<file path="config.mk">
export PLATFORM = sky130hd
export DESIGN_NAME = inst_fetch_queue
export DESIGN_NICKNAME = d
export VERILOG_FILES = /design/src/rtl/cpu_pkg.sv /design/src/rtl/ifq_fifo.sv /design/src/rtl/inst_fetch_queue.sv
export SDC_FILE = /design/constraint.sdc
export NUM_CORES = 1
export LEC_CHECK = 0
export CAP_MARGIN = 15
export CORE_ASPECT_RATIO = 1.1
export CORE_MARGIN = 5
export CORE_UTILIZATION = 47
export CTS_CLUSTER_DIAMETER = 30
export DETAILED_ROUTE_END_ITERATION = 8
export GPL_ROUTABILITY_DRIVEN = 0
export GPL_TIMING_DRIVEN = 0
export PLACE_DENSITY_LB_ADDON = 0.25
export SLEW_MARGIN = 20
export SYNTH_ARGS = -nofsm -noshare
export SYNTH_HDL_FRONTEND = slang
export SYNTH_SLANG_ARGS = --single-unit
</file>
<file path="constraint.sdc">
create_clock -name clka -period 14.43 [get_ports clka]
set_input_delay 2.886 -clock clka [delete_from_list [all_inputs] [get_ports clka]]
set_output_delay 2.886 -clock clka [all_outputs]
set_load 0.1 [all_outputs]
</file>
<file path="src/rtl/cpu_pkg.sv">
// cpu_pkg: shared constants, queue entry type and fetch FSM states for the instruction fetch front end
package cpu_pkg;
    localparam int INST_ADDR_W = 9;
    localparam int WORD_BYTES = 4;
    localparam logic [31:0] NOP_WORD = 32'h0;
    typedef struct packed {
        logic [INST_ADDR_W-1:0] pc;
        logic [31:0] inst;
    } ifq_entry_t;
    typedef enum logic [1:0] {IDLE, ISSUE, DRAIN} ifq_state_t;
endpackage

</file>
<file path="src/rtl/ifq_fifo.sv">
// ifq_fifo: synchronous DEPTH-entry FIFO of {pc, inst} entries with flush
// Ports: clka/reset (sync, active-high); push/wdata enqueue; pop dequeues head;
//        flush empties the queue and wins over push/pop; rdata is the head entry;
//        count/full/empty report occupancy.
module ifq_fifo
    import cpu_pkg::*;
#(
    parameter int DEPTH = 4
)(
    input  logic                   clka,
    input  logic                   reset,
    input  logic                   push,
    input  logic                   pop,
    input  logic                   flush,
    input  ifq_entry_t             wdata,
    output ifq_entry_t             rdata,
    output logic [$clog2(DEPTH):0] count,
    output logic                   full,
    output logic                   empty
);
    localparam int PW = $clog2(DEPTH);
    ifq_entry_t mem_q [DEPTH];
    logic [PW-1:0] wr_ptr_q, wr_ptr_d, rd_ptr_q, rd_ptr_d;
    logic [PW:0] count_q, count_d;
    logic do_push, do_pop;
    assign count = count_q;
    assign full = count_q == (PW+1)'(DEPTH);
    assign empty = count_q == '0;
    assign rdata = mem_q[rd_ptr_q];
    always_comb begin
        do_push = push && !full && !flush;
        do_pop = pop && !empty && !flush;
        wr_ptr_d = flush ? '0 : wr_ptr_q + PW'(do_push);
        rd_ptr_d = flush ? '0 : rd_ptr_q + PW'(do_pop);
        count_d = flush ? '0 : count_q + (PW+1)'(do_push) - (PW+1)'(do_pop);
    end
    always_ff @(posedge clka) begin
        if (reset) begin
            wr_ptr_q <= '0;
            rd_ptr_q <= '0;
            count_q <= '0;
        end else begin
            wr_ptr_q <= wr_ptr_d;
            rd_ptr_q <= rd_ptr_d;
            count_q <= count_d;
        end
        if (do_push) mem_q[wr_ptr_q] <= wdata;
    end
endmodule

</file>
<file path="src/rtl/inst_fetch_queue.sv">
// inst_fetch_queue: byte-serial instruction fetch with prefetch queue feeding the IF latch
// Ports: clka/reset (sync, active-high); mem_en/mem_addr/mem_rdata byte RAM port
//        (data one cycle after request); redirect_valid/redirect_pc flush and restart;
//        inst_valid/inst_ready/inst_out/inst_pc head handshake; q_count occupancy.
// Option: IFQ_NOP_SQUASH_EN drops all-zero words instead of queueing them.
module inst_fetch_queue
    import cpu_pkg::*;
#(
    parameter int ADDR_W = INST_ADDR_W,
    parameter int DEPTH = 4,
    parameter int RESET_PC = 0
)(
    input  logic                   clka,
    input  logic                   reset,
    output logic                   mem_en,
    output logic [ADDR_W-1:0]      mem_addr,
    input  logic [7:0]             mem_rdata,
    input  logic                   redirect_valid,
    input  logic [ADDR_W-1:0]      redirect_pc,
    output logic                   inst_valid,
    input  logic                   inst_ready,
    output logic [31:0]            inst_out,
    output logic [ADDR_W-1:0]      inst_pc,
    output logic [$clog2(DEPTH):0] q_count
);
    localparam int CW = $clog2(DEPTH) + 1;
    localparam logic [ADDR_W-1:0] PC_MASK = ~ADDR_W'(3);
    localparam logic [ADDR_W-1:0] RST_PC = ADDR_W'(RESET_PC) & PC_MASK;
    ifq_state_t state_q, state_d;
    logic [ADDR_W-1:0] fetch_pc_q, fetch_pc_d, rd_pc_q, rd_pc_d, mem_addr_q, mem_addr_d;
    logic [1:0] byte_idx_q, byte_idx_d, rd_slot_q, rd_slot_d;
    logic [CW-1:0] res_q, res_d, count;
    logic [CW:0] count_sum;
    logic [23:0] asm_q, asm_d;
    logic rd_valid_q, rd_valid_d, mem_en_q, mem_en_d;
    logic room, start, done, push, full, empty;
    logic [31:0] word;
    ifq_entry_t wentry, head;
    ifq_fifo #(.DEPTH(DEPTH)) u_fifo (
        .clka(clka), .reset(reset), .push(push), .pop(inst_valid && inst_ready),
        .flush(redirect_valid), .wdata(wentry), .rdata(head), .count(count),
        .full(full), .empty(empty)
    );
    assign mem_en = mem_en_q;
    assign mem_addr = mem_addr_q;
    assign inst_valid = !empty;
    assign inst_out = empty ? 32'h0 : head.inst;
    assign inst_pc = empty ? '0 : ADDR_W'(head.pc);
    assign q_count = count;
    always_comb begin
        // res_q counts words started but not yet pushed, so a started word always owns a slot
        count_sum = {1'b0, count} + {1'b0, res_q};
        room = !full && count_sum < (CW+1)'(DEPTH);
        done = rd_valid_q && rd_slot_q == 2'd3;
        word = {mem_rdata, asm_q};
`ifdef IFQ_NOP_SQUASH_EN
        push = done && word != NOP_WORD;
`else
        push = done;
`endif
        wentry.pc = INST_ADDR_W'(rd_pc_q);
        wentry.inst = word;
        asm_d = asm_q;
        if (rd_valid_q && rd_slot_q == 2'd0) asm_d[7:0] = mem_rdata;
        if (rd_valid_q && rd_slot_q == 2'd1) asm_d[15:8] = mem_rdata;
        if (rd_valid_q && rd_slot_q == 2'd2) asm_d[23:16] = mem_rdata;
        state_d = state_q;
        fetch_pc_d = fetch_pc_q;
        byte_idx_d = byte_idx_q;
        start = 1'b0;
        if (state_q == IDLE) begin
            start = room;
            state_d = room ? ISSUE : IDLE;
        end else if (state_q == ISSUE) begin
            byte_idx_d = byte_idx_q + 2'd1;
            if (byte_idx_q == 2'd3) begin
                fetch_pc_d = fetch_pc_q + ADDR_W'(WORD_BYTES);
                start = room;
                state_d = room ? ISSUE : DRAIN;
            end
        end else begin
            state_d = IDLE;
        end
        res_d = res_q + CW'(start) - CW'(done);
        // a byte requested in a redirect cycle belongs to the old stream and is dropped
        rd_valid_d = mem_en_q && !redirect_valid;
        rd_slot_d = byte_idx_q;
        rd_pc_d = fetch_pc_q;
        if (redirect_valid) begin
            state_d = ISSUE;
            fetch_pc_d = redirect_pc & PC_MASK;
            byte_idx_d = 2'd0;
            res_d = CW'(1);
        end
        mem_en_d = state_d == ISSUE;
        mem_addr_d = fetch_pc_d + ADDR_W'(byte_idx_d);
    end
    always_ff @(posedge clka) begin
        if (reset) begin
            state_q <= IDLE;
            fetch_pc_q <= RST_PC;
            byte_idx_q <= 2'd0;
            res_q <= '0;
            rd_valid_q <= 1'b0;
            rd_slot_q <= 2'd0;
            rd_pc_q <= '0;
            asm_q <= '0;
            mem_en_q <= 1'b0;
            mem_addr_q <= '0;
        end else begin
            state_q <= state_d;
            fetch_pc_q <= fetch_pc_d;
            byte_idx_q <= byte_idx_d;
            res_q <= res_d;
            rd_valid_q <= rd_valid_d;
            rd_slot_q <= rd_slot_d;
            rd_pc_q <= rd_pc_d;
            asm_q <= asm_d;
            mem_en_q <= mem_en_d;
            mem_addr_q <= mem_addr_d;
        end
    end
endmodule

</file>
**Yosys cells after proc, flatten, opt, wreduce, memory -nomap -nowiden**

Memory sizes are Yosys's and may differ from the RTL's. A register that Yosys moved wholly into a read port is not among the register bits.
Index checks and enable logic that the tools add are counted.

- Register bits after elaboration: 69
- Memories: 1
- Output and inout port bits: 55
- Input port bits: 21
- Word-level logic and storage cells: 75
- Memory bits (writable): 164

- Order comparisons: 1
- Reductions and logical operators: 18
- Eq/ne operators: 7
- Muxes and demuxes: 22
- Add/sub/neg operators: 10

Memory list:

| name | words | width | read ports | clocked after memory_dff | wr ports | RTL line | source |
|---|---|---|---|---|---|---|---|
| u_fifo.mem_q | 4 | 41 | 1 | 1 | 1 | ifq_fifo.sv:22 | `ifq_entry_t mem_q [DEPTH];` |

Operators with widths:

| kind | number |
|---|---|
| 9-bit 2-to-1 mux | 5 |
| 32-bit 2-to-1 mux | 1 |
| 2-bit 2-to-1 mux | 9 |
| 1-bit logical AND | 11 |
| 9-bit by 2-bit adder with 9-bit output | 1 |
| 9-bit by 3-bit adder with 9-bit output (second input constant) | 1 |
| 1-bit 2-to-1 mux | 7 |
| 3-bit by 1-bit adder with 3-bit output | 2 |
| 2-bit by 1-bit == test with 1-bit output (second input constant) | 3 |
| 2-bit == test (second input constant) | 3 |
| 3-bit by 1-bit subtractor with 3-bit output | 2 |
| 2-bit by 1-bit adder with 2-bit output | 2 |
| 3-bit by 3-bit adder with 4-bit output | 1 |
| 2-bit zero test | 2 |
| 4-bit by 3-bit less-than comparator with 1-bit output (second input constant) | 1 |
| 3-bit == test (second input constant) | 1 |
| 1-bit zero test | 3 |
| 3-bit zero test | 1 |
| 2-bit by 1-bit adder with 2-bit output (second input constant) | 1 |
| 2-bit OR reduction | 1 |

**Longest topological paths before layout**

Gate-level depths: netlist (run 1).

- Word-level depth: 9
- Mapped depth: 11

**Cells and area by module**

A second synthesis (run 1) with hierarchy kept.

- Cell total of the unflattened synthesis: 553
- Area total of the unflattened synthesis: 9195.1 sq um

By module, submodules not included:

| module | cells an instance | area an instance (sq um) | seq. area each (sq um) | times used |
|---|---|---|---|---|
| ifq_fifo | 257 | 6359.8 | 5064.9 | 1 |
| inst_fetch_queue | 296 | 2835.2 | 1241.2 | 1 |

**Worst setup path after synthesis (run 1)**

No wires, ideal clock.

- Kind: input to register
- Start: in redirect_valid
- End: mem u_fifo.mem_q[0][0] (netlist bit) (enable)
- Buffers on the path: 2
- Library setup time: 0.499 ns
- Stages: 4
- Setup slack: 7.140 ns
- Data arrival time: 6.790 ns
- Cell sequence: clkbuf_1 > clkbuf_1 > nor3b_1 > nor3b_1

- Cells in the longest elaborated chain, start to end: 4

Ends and longest elaborated chain:

| item | RTL line | source |
|---|---|---|
| start: declaration | inst_fetch_queue.sv:18 | `input logic redirect_valid,` |
| 1-bit zero test | ifq_fifo.sv:31 | `do_push = push && !full && !flush;` |
| 1-bit logical AND | ifq_fifo.sv:31 |  |
| 1-bit 2-to-1 mux | ifq_fifo.sv:47 | `if (do_push) mem_q[wr_ptr_q] <= wdata;` |
| 1-bit 2-to-1 mux (not written as such) | ifq_fifo.sv:47 |  |
| end: declaration | ifq_fifo.sv:22 |  |

Every way passes these cells.

==> impl_metrics.toml, run 1 <==
[status]
outcome = "finished, final reports clean"

[power]
ir_drop_v = 0.0000784
power_switching_mw = 0.342
internal_power_mw = 1.33
p_per_area_nw_per_um2 = 146
power_frac_clock_pct = 54.2
p_leak_nw = 4.04
switching_share_pct = 20.5
power_frac_seq_pct = 43.3
pwr-share-comb_pct = 2.6

[drt]
dr_wl_met2_mm = 9.06
top_layer = "met4"
first_pass_iters = 4
drt-initial-drc-count = 292
wire_per_inst_um = 18.8
wl_met3_mm = 1.18
drc_errors = 0
wirelength_mm = 17.6
ant_nets = 0
routed_via_density = 5.14
vias = 4809
drt-met1-wl_mm = 6.96

[critical_path]
worstSetupPathType = "reg2out"
required_ns = 11.54
crit_slowest_cell = "clkdlybuf4s50_1"
worst-path-buf-inv = 3
r2r_start = "u_fifo.count[1]$_SDFF_PP0_"
cpMostUsedCell = "clkbuf_1"
reg2reg_depth = 11
cp.depth = 5
crit_path_cell_trace = "clkbuf_1, clkbuf_1, mux4_2, nor2b_1, clkdlybuf4s50_1"
critical_path_peak_fanout = 10
path_delay_family = "buffers and inverters"
critPathCapture = "inst_out[29]"
timing.rr.end = "u_fifo.count[2]$_SDFF_PP0_"
cp.arrival_ns = 3.44
cp-end-kind = "output pin"
r2r_slack_ns = 11.49
slowest_delay_ns = 1.20
start_kind = "register"
crit_start = "u_fifo.rd_ptr_q[1]$_SDFF_PP0_"

[synth]
synth_area_sq_um = 8960
synthSimpleGateAreaFrac_pct = 9.56
synth_edf_count = 164
ys.warnings.count = 0
synth_compound_area_share_pct = 0.810
synthMuxAreaShare_pct = 13.9
synthAdderAreaFrac_pct = 2.35
synthArstFlopShare_pct = 0
synth_nets = 575
yosysTopAreaCell = "edfxtp_1"
synth-xor-area-share_pct = 1.56
synthCells = 539
yosys.cell_count.top_type = "edfxtp_1"
synth_top_area_share_pct = 54.9
synth_area_leaders = "edfxtp_1 (55%), dfxtp_1 (15%), mux4_2 (10%), nor2b_1 (4.3%), mux2i_1 (3.2%)"
ys_seq_area_share_pct = 70.4
ys_types = 40
yosys_most_used_dff = "edfxtp_1"
syn_area_per_cell_sq_um = 16.6
ys_ff_latch = 233
synth_commonest_cells = "edfxtp_1 (164), dfxtp_1 (69), nor2b_1 (62), nor2_1 (52), mux4_2 (41)"
synth_top_family_by_area = "multiplexers"

[floorplanning]
num_rows = 53
core_area_sq_um = 19000
ioPinCount = 76
die_w_um = 142
initial_core_util_pct = 47.3
die_area_sq_um = 21900
die_h_um = 155

[global_route]
gr-total-overflow = 0
grt_pass1_wl_mm = 28.5
grt_usage_pct = 16.8
antenna_found_initial = 0
grt_max_degree = 42
grt_pass1_vias = 5244

[clocking]
cts_buffers = 37
insertion_delay_ns = 0.50
cts_resized = 0
clk_pin_slew_worst_paths_ns = 0.05
clk_root_buffer_cell = "clkbuf_16"
cts.sinks = 233
post-cts-setup-buffers = 0
cts-htree-levels = 2
hold_buffers = 0
clockBufferDepth = 3
cts_tree = "done"

[placement]
dp_cells = 867
hpwl_mm = 11.4
io_buffers = 72

[timing]
final.min_clock_period_ns = 6.33
fmax_mhz = 158
worst_pin_slew_ns = 1.04
tns_ns = 0
finClkSkew_ns = 0.0143
slew_headroom_pct = 30.5
rsz0062_at_grt = "no"
finalHoldViolCount = 0
setup_viol = 0
finalMaxSlewViolations = 0
fin_crit_sh_pct = 43.9

[job]
maxCapViolCount = 0

[layout]
drive_above_1_share_pct = 18.5
area_growth_pct = 27.6
layoutNonFillerInstCount = 935
nets = 695
utilization_pct = 60.3
diodes = 0

[min_path]
min_path_type = "reg2reg"
==> cells in the final DEF (no fill, tap or decap), types with 12 or more instances in the layout <==
| cell type | instances |
|---|---|
| clkbuf_1 | 26 |
| clkbuf_16 | 41 |
| clkdlybuf4s50_1 | 72 |
| dfxtp_1 | 69 |
| edfxtp_1 | 164 |
| ha_1 | 12 |
| mux2i_1 | 29 |
| mux4_2 | 41 |
| nor2_1 | 51 |
| nor2b_1 | 62 |
==> layout make-up <==
class	instances	area [sq um]
inverters	7	26.3
fillers	1418	7530
well taps	247	309
clock inverters	22	259
multi-input cells	273	2550
repair buffers	81	837
flip-flops and latches	233	6310
plain buffers	26	103
clock buffers	46	1040
==> through the flow <==
stage	hold slack, ns	total power [mW]	setup WS, ns	cell area [sq um]
3_5_place_dp	0.470	0.777	8.62	10100
3_3_place_gp	0.449	0.776	4.16	9990
5_1_grt	0.500	1.72	7.98	11400
6_report	0.474	1.67	8.10	11400
2_1_floorplan	0.437	0.760	7.14	8960
4_1_cts	0.483	1.68	8.08	11400
==> sequential cells by signal, indices dropped and copies added, names as in the netlist <==
name	cells
u_fifo.mem_q	164
asm_q	24
fetch_pc_q	9
mem_addr	9
rd_pc_q	9
res_q	3
u_fifo.count	3
byte_idx_q	2
rd_slot_q	2
state_q	2
u_fifo.rd_ptr_q	2
u_fifo.wr_ptr_q	2
mem_en	1
rd_valid_q	1
==> how the worst min path moves through the flow <==
stage	slack, ns	cells after the start	end	start
after floorplan	0.44	1	fetch_pc_q[0]$_SDFF_PP0_	fetch_pc_q[0]$_SDFF_PP0_
after detailed placement	0.47	0	u_fifo.mem_q[0][35]$_DFFE_PP_	rd_pc_q[3]$_SDFF_PP0_
after CTS	0.48	0	u_fifo.mem_q[0][35]$_DFFE_PP_	rd_pc_q[3]$_SDFF_PP0_
after global placement	0.45	0	u_fifo.mem_q[3][36]$_DFFE_PP_	rd_pc_q[4]$_SDFF_PP0_
final	0.47	0	u_fifo.mem_q[0][35]$_DFFE_PP_	rd_pc_q[3]$_SDFF_PP0_
after global routing	0.50	0	u_fifo.mem_q[3][37]$_DFFE_PP_	rd_pc_q[5]$_SDFF_PP0_
==> cell families (layout without fill, tap and decap cells) <==
logic type	Yosys count	in the layout
adders and majority gates	15	15
buffers and inverters	33	182
AOI/OAI and AO/OA	11	11
and+or+nand+nor	158	158
DFF	233	233
muxes	73	73
xor gates and xnor gates	16	16
==> power groups by stage <==
stage | registers [mW] | logic [mW] | clock network (mW)
after floorplan | 0.745 | 0.0157 | 0
after global placement | 0.734 | 0.0423 | 0
after detailed placement | 0.734 | 0.0427 | 0
after CTS | 0.721 | 0.0432 | 0.920
after global routing | 0.721 | 0.0459 | 0.955
final | 0.721 | 0.0428 | 0.903
==> metal layers <==
metal / GRT usage [%] / up-vias
met5: 0 / -
met4: 6.22 / 0
met3: 3.43 / 33
met2: 28.9 / 144
met1: 21.0 / 2380
li1: - / 2252
Note: power is estimated with default switching activity, not from simulation.
==> inputs of run 2 (changes only) <==
Clock period 14.43 ns to 5.76 ns, I/O delays scaled along.
==> results of run 2 <==
The final DEF is identical to that of run 1. Status: finished, final reports clean.
Among the figures that moved: setup slack after placement 8.62 ns -> 1.68 ns; setup slack after layout 8.10 ns -> 1.16 ns; register-to-register setup slack 11.49 ns -> 2.82 ns; total power 1.67 mW -> 4.18 mW; worst IR drop on VDD 0.0000784 V -> 0.000196 V
==> inputs of run 3 (changes only) <==
Clock period 5.76 ns to 4.3 ns, I/O delays scaled along.
==> impl_metrics.toml, run 3 (synthesis gave the netlist of run 1 again) <==
[power]
fin_total_pwr_mw = 5.44
p_per_area_nw_per_um2 = 477
p_leak_nw = 4.31
ir_drop_v = 0.000247

[layout]
fillCellCount = 1444
largest_reg_flops = 164
nets = 691
layout_common_cells = "edfxtp_1 (164), dfxtp_1 (69), nor2b_1 (62)"
mostFrequentLayoutCell = "edfxtp_1"
utilization_pct = 60.0
fin_area_sq_um = 11400
regMostFlops = "u_fifo.mem_q"
layoutNonFillerInstCount = 931
diodes = 0
reg_top3 = "u_fifo.mem_q (164), asm_q (24)"
area_growth_pct = 27.0
drive_above_1_share_pct = 18.3

[clocking]
clockBufferDepth = 3
cts_buffers = 37
cts-htree-levels = 2
cts.sinks = 233
cts_tree = "done"
hold_buffers = 0
insertion_delay_ns = 0.52
clk_pin_slew_worst_paths_ns = 0.05
clk_root_buffer_cell = "clkbuf_16"

[critical_path]
crit_path_cell_trace = "clkbuf_1, clkbuf_1, mux4_2, nor2b_1, clkdlybuf4s50_1"
crit_slowest_cell = "clkdlybuf4s50_1"
cp.arrival_ns = 3.28
start_kind = "register"
worstSetupPathType = "reg2out"
cpMostUsedCell = "clkbuf_1"
cp-end-kind = "output pin"
required_ns = 3.44
slowest_delay_ns = 1.15
critical_path_peak_fanout = 10

[floorplanning]
die_h_um = 155
die_w_um = 142
core_area_sq_um = 19000
ioPinCount = 76
die_area_sq_um = 21900
num_rows = 53
initial_core_util_pct = 47.3

[global_route]
antenna_found_initial = 0
grt_usage_pct = 16.5
gr-total-overflow = 0
grt_pass1_vias = 5189
grt_max_degree = 42
grt_pass1_wl_mm = 27.9

[timing]
fmax_mhz = 242
setup_viol = 0
rsz0062_at_grt = "no"
slew_headroom_pct = 30.4
final.min_clock_period_ns = 4.14
layout_setup_ws_ns = 0.163
tns_ns = 0
worst_pin_slew_ns = 1.04
finClkSkew_ns = 0.0140
finalMaxSlewViolations = 0
fin_crit_sh_pct = 96.2
finalHoldViolCount = 0
holdWs_ns = 0.476

[placement]
dpl_cell_area_sq_um = 10100
dp_cells = 863
pre_cts_ws_ns = 0.524
io_buffers = 72
hpwl_mm = 11.0

[drt]
drc_errors = 0
drt-initial-drc-count = 240
wire_per_inst_um = 18.8
wirelength_mm = 17.5
ant_nets = 0
first_pass_iters = 6
vias = 4786
routed_via_density = 5.14

[min_path]
min_path_type = "reg2reg"

[job]
maxCapViolCount = 0

[status]
outcome = "finished, final reports clean"
==> run 3: changes by cell type in the layout (fill, tap and decap cells not counted), sizes merged <==
| cell | delta |
|---|---|
| buf | -4 |
| bufinv | -2 |
| clkbuf | +1 |
| clkdlybuf4s50 | -20 |
| clkinv | +8 |
| clkinvlp | -3 |
| dlygate4sd2 | +5 |
| dlymetal6s2s | +15 |
| inv | -4 |
==> run 3: cell type report <==
cell class,count,area (sq um),area share [%]
inverter,7,26.3,0.231
buffer,26,103,0.901
timing repair buffer,77,833,7.32
clock buffer,47,1020,8.99
sequential,233,6310,55.4
clock inverter,21,225,1.98
multi-input combinational,273,2560,22.5
tap,247,309,2.71
==> run 3: final timing paths <==
kind | startpoint | to | slack [ns] | depth (start not counted)
worst max-delay path | u_fifo.rd_ptr_q[1]$_SDFF_PP0_ | inst_out[14] | 0.16 | 5
worst min-delay path | rd_pc_q[0]$_SDFF_PP0_ | u_fifo.mem_q[2][32]$_DFFE_PP_ | 0.48 | 0
worst max register to register | u_fifo.count[1]$_SDFF_PP0_ | u_fifo.count[2]$_SDFF_PP0_ | 1.43 | 11
worst min register to register | rd_pc_q[0]$_SDFF_PP0_ | u_fifo.mem_q[2][32]$_DFFE_PP_ | 0.48 | 0
==> run 3: critical path: cells and delay by family (launching register included) <==
family                 cells  cell delay [ns]
buffers and inverters      3             2.00
flip-flops                 1             0.30
multiplexers               1             0.32
AND/OR/NAND/NOR            1             0.15
==> run 3: per-layer routing <==
| layer | vias to the layer above | global-route usage [%] | part of all wire (%) |
|---|---|---|---|
| li1 | 2242 | - | - |
| met1 | 2381 | 20.7 | 41 |
| met2 | 132 | 28.1 | 51 |
| met3 | 31 | 3.59 | 5.6 |
| met4 | 0 | 6.08 | 1.9 |
| met5 | - | 0 | 0 |
==> run 3: report_power, final <==
part	internal (mW)	switching (mW)	total [mW]
logic	0.0482	0.0951	0.143
clock network	1.84	1.04	2.87
registers	2.41	0.0151	2.42
total	4.29	1.15	5.44
==> run 3: what timing repair did <==
action	in CTS	in global routing
endpoints found under the setup margin	5	15
gates resized for setup	5	15
setup buffers	0	0
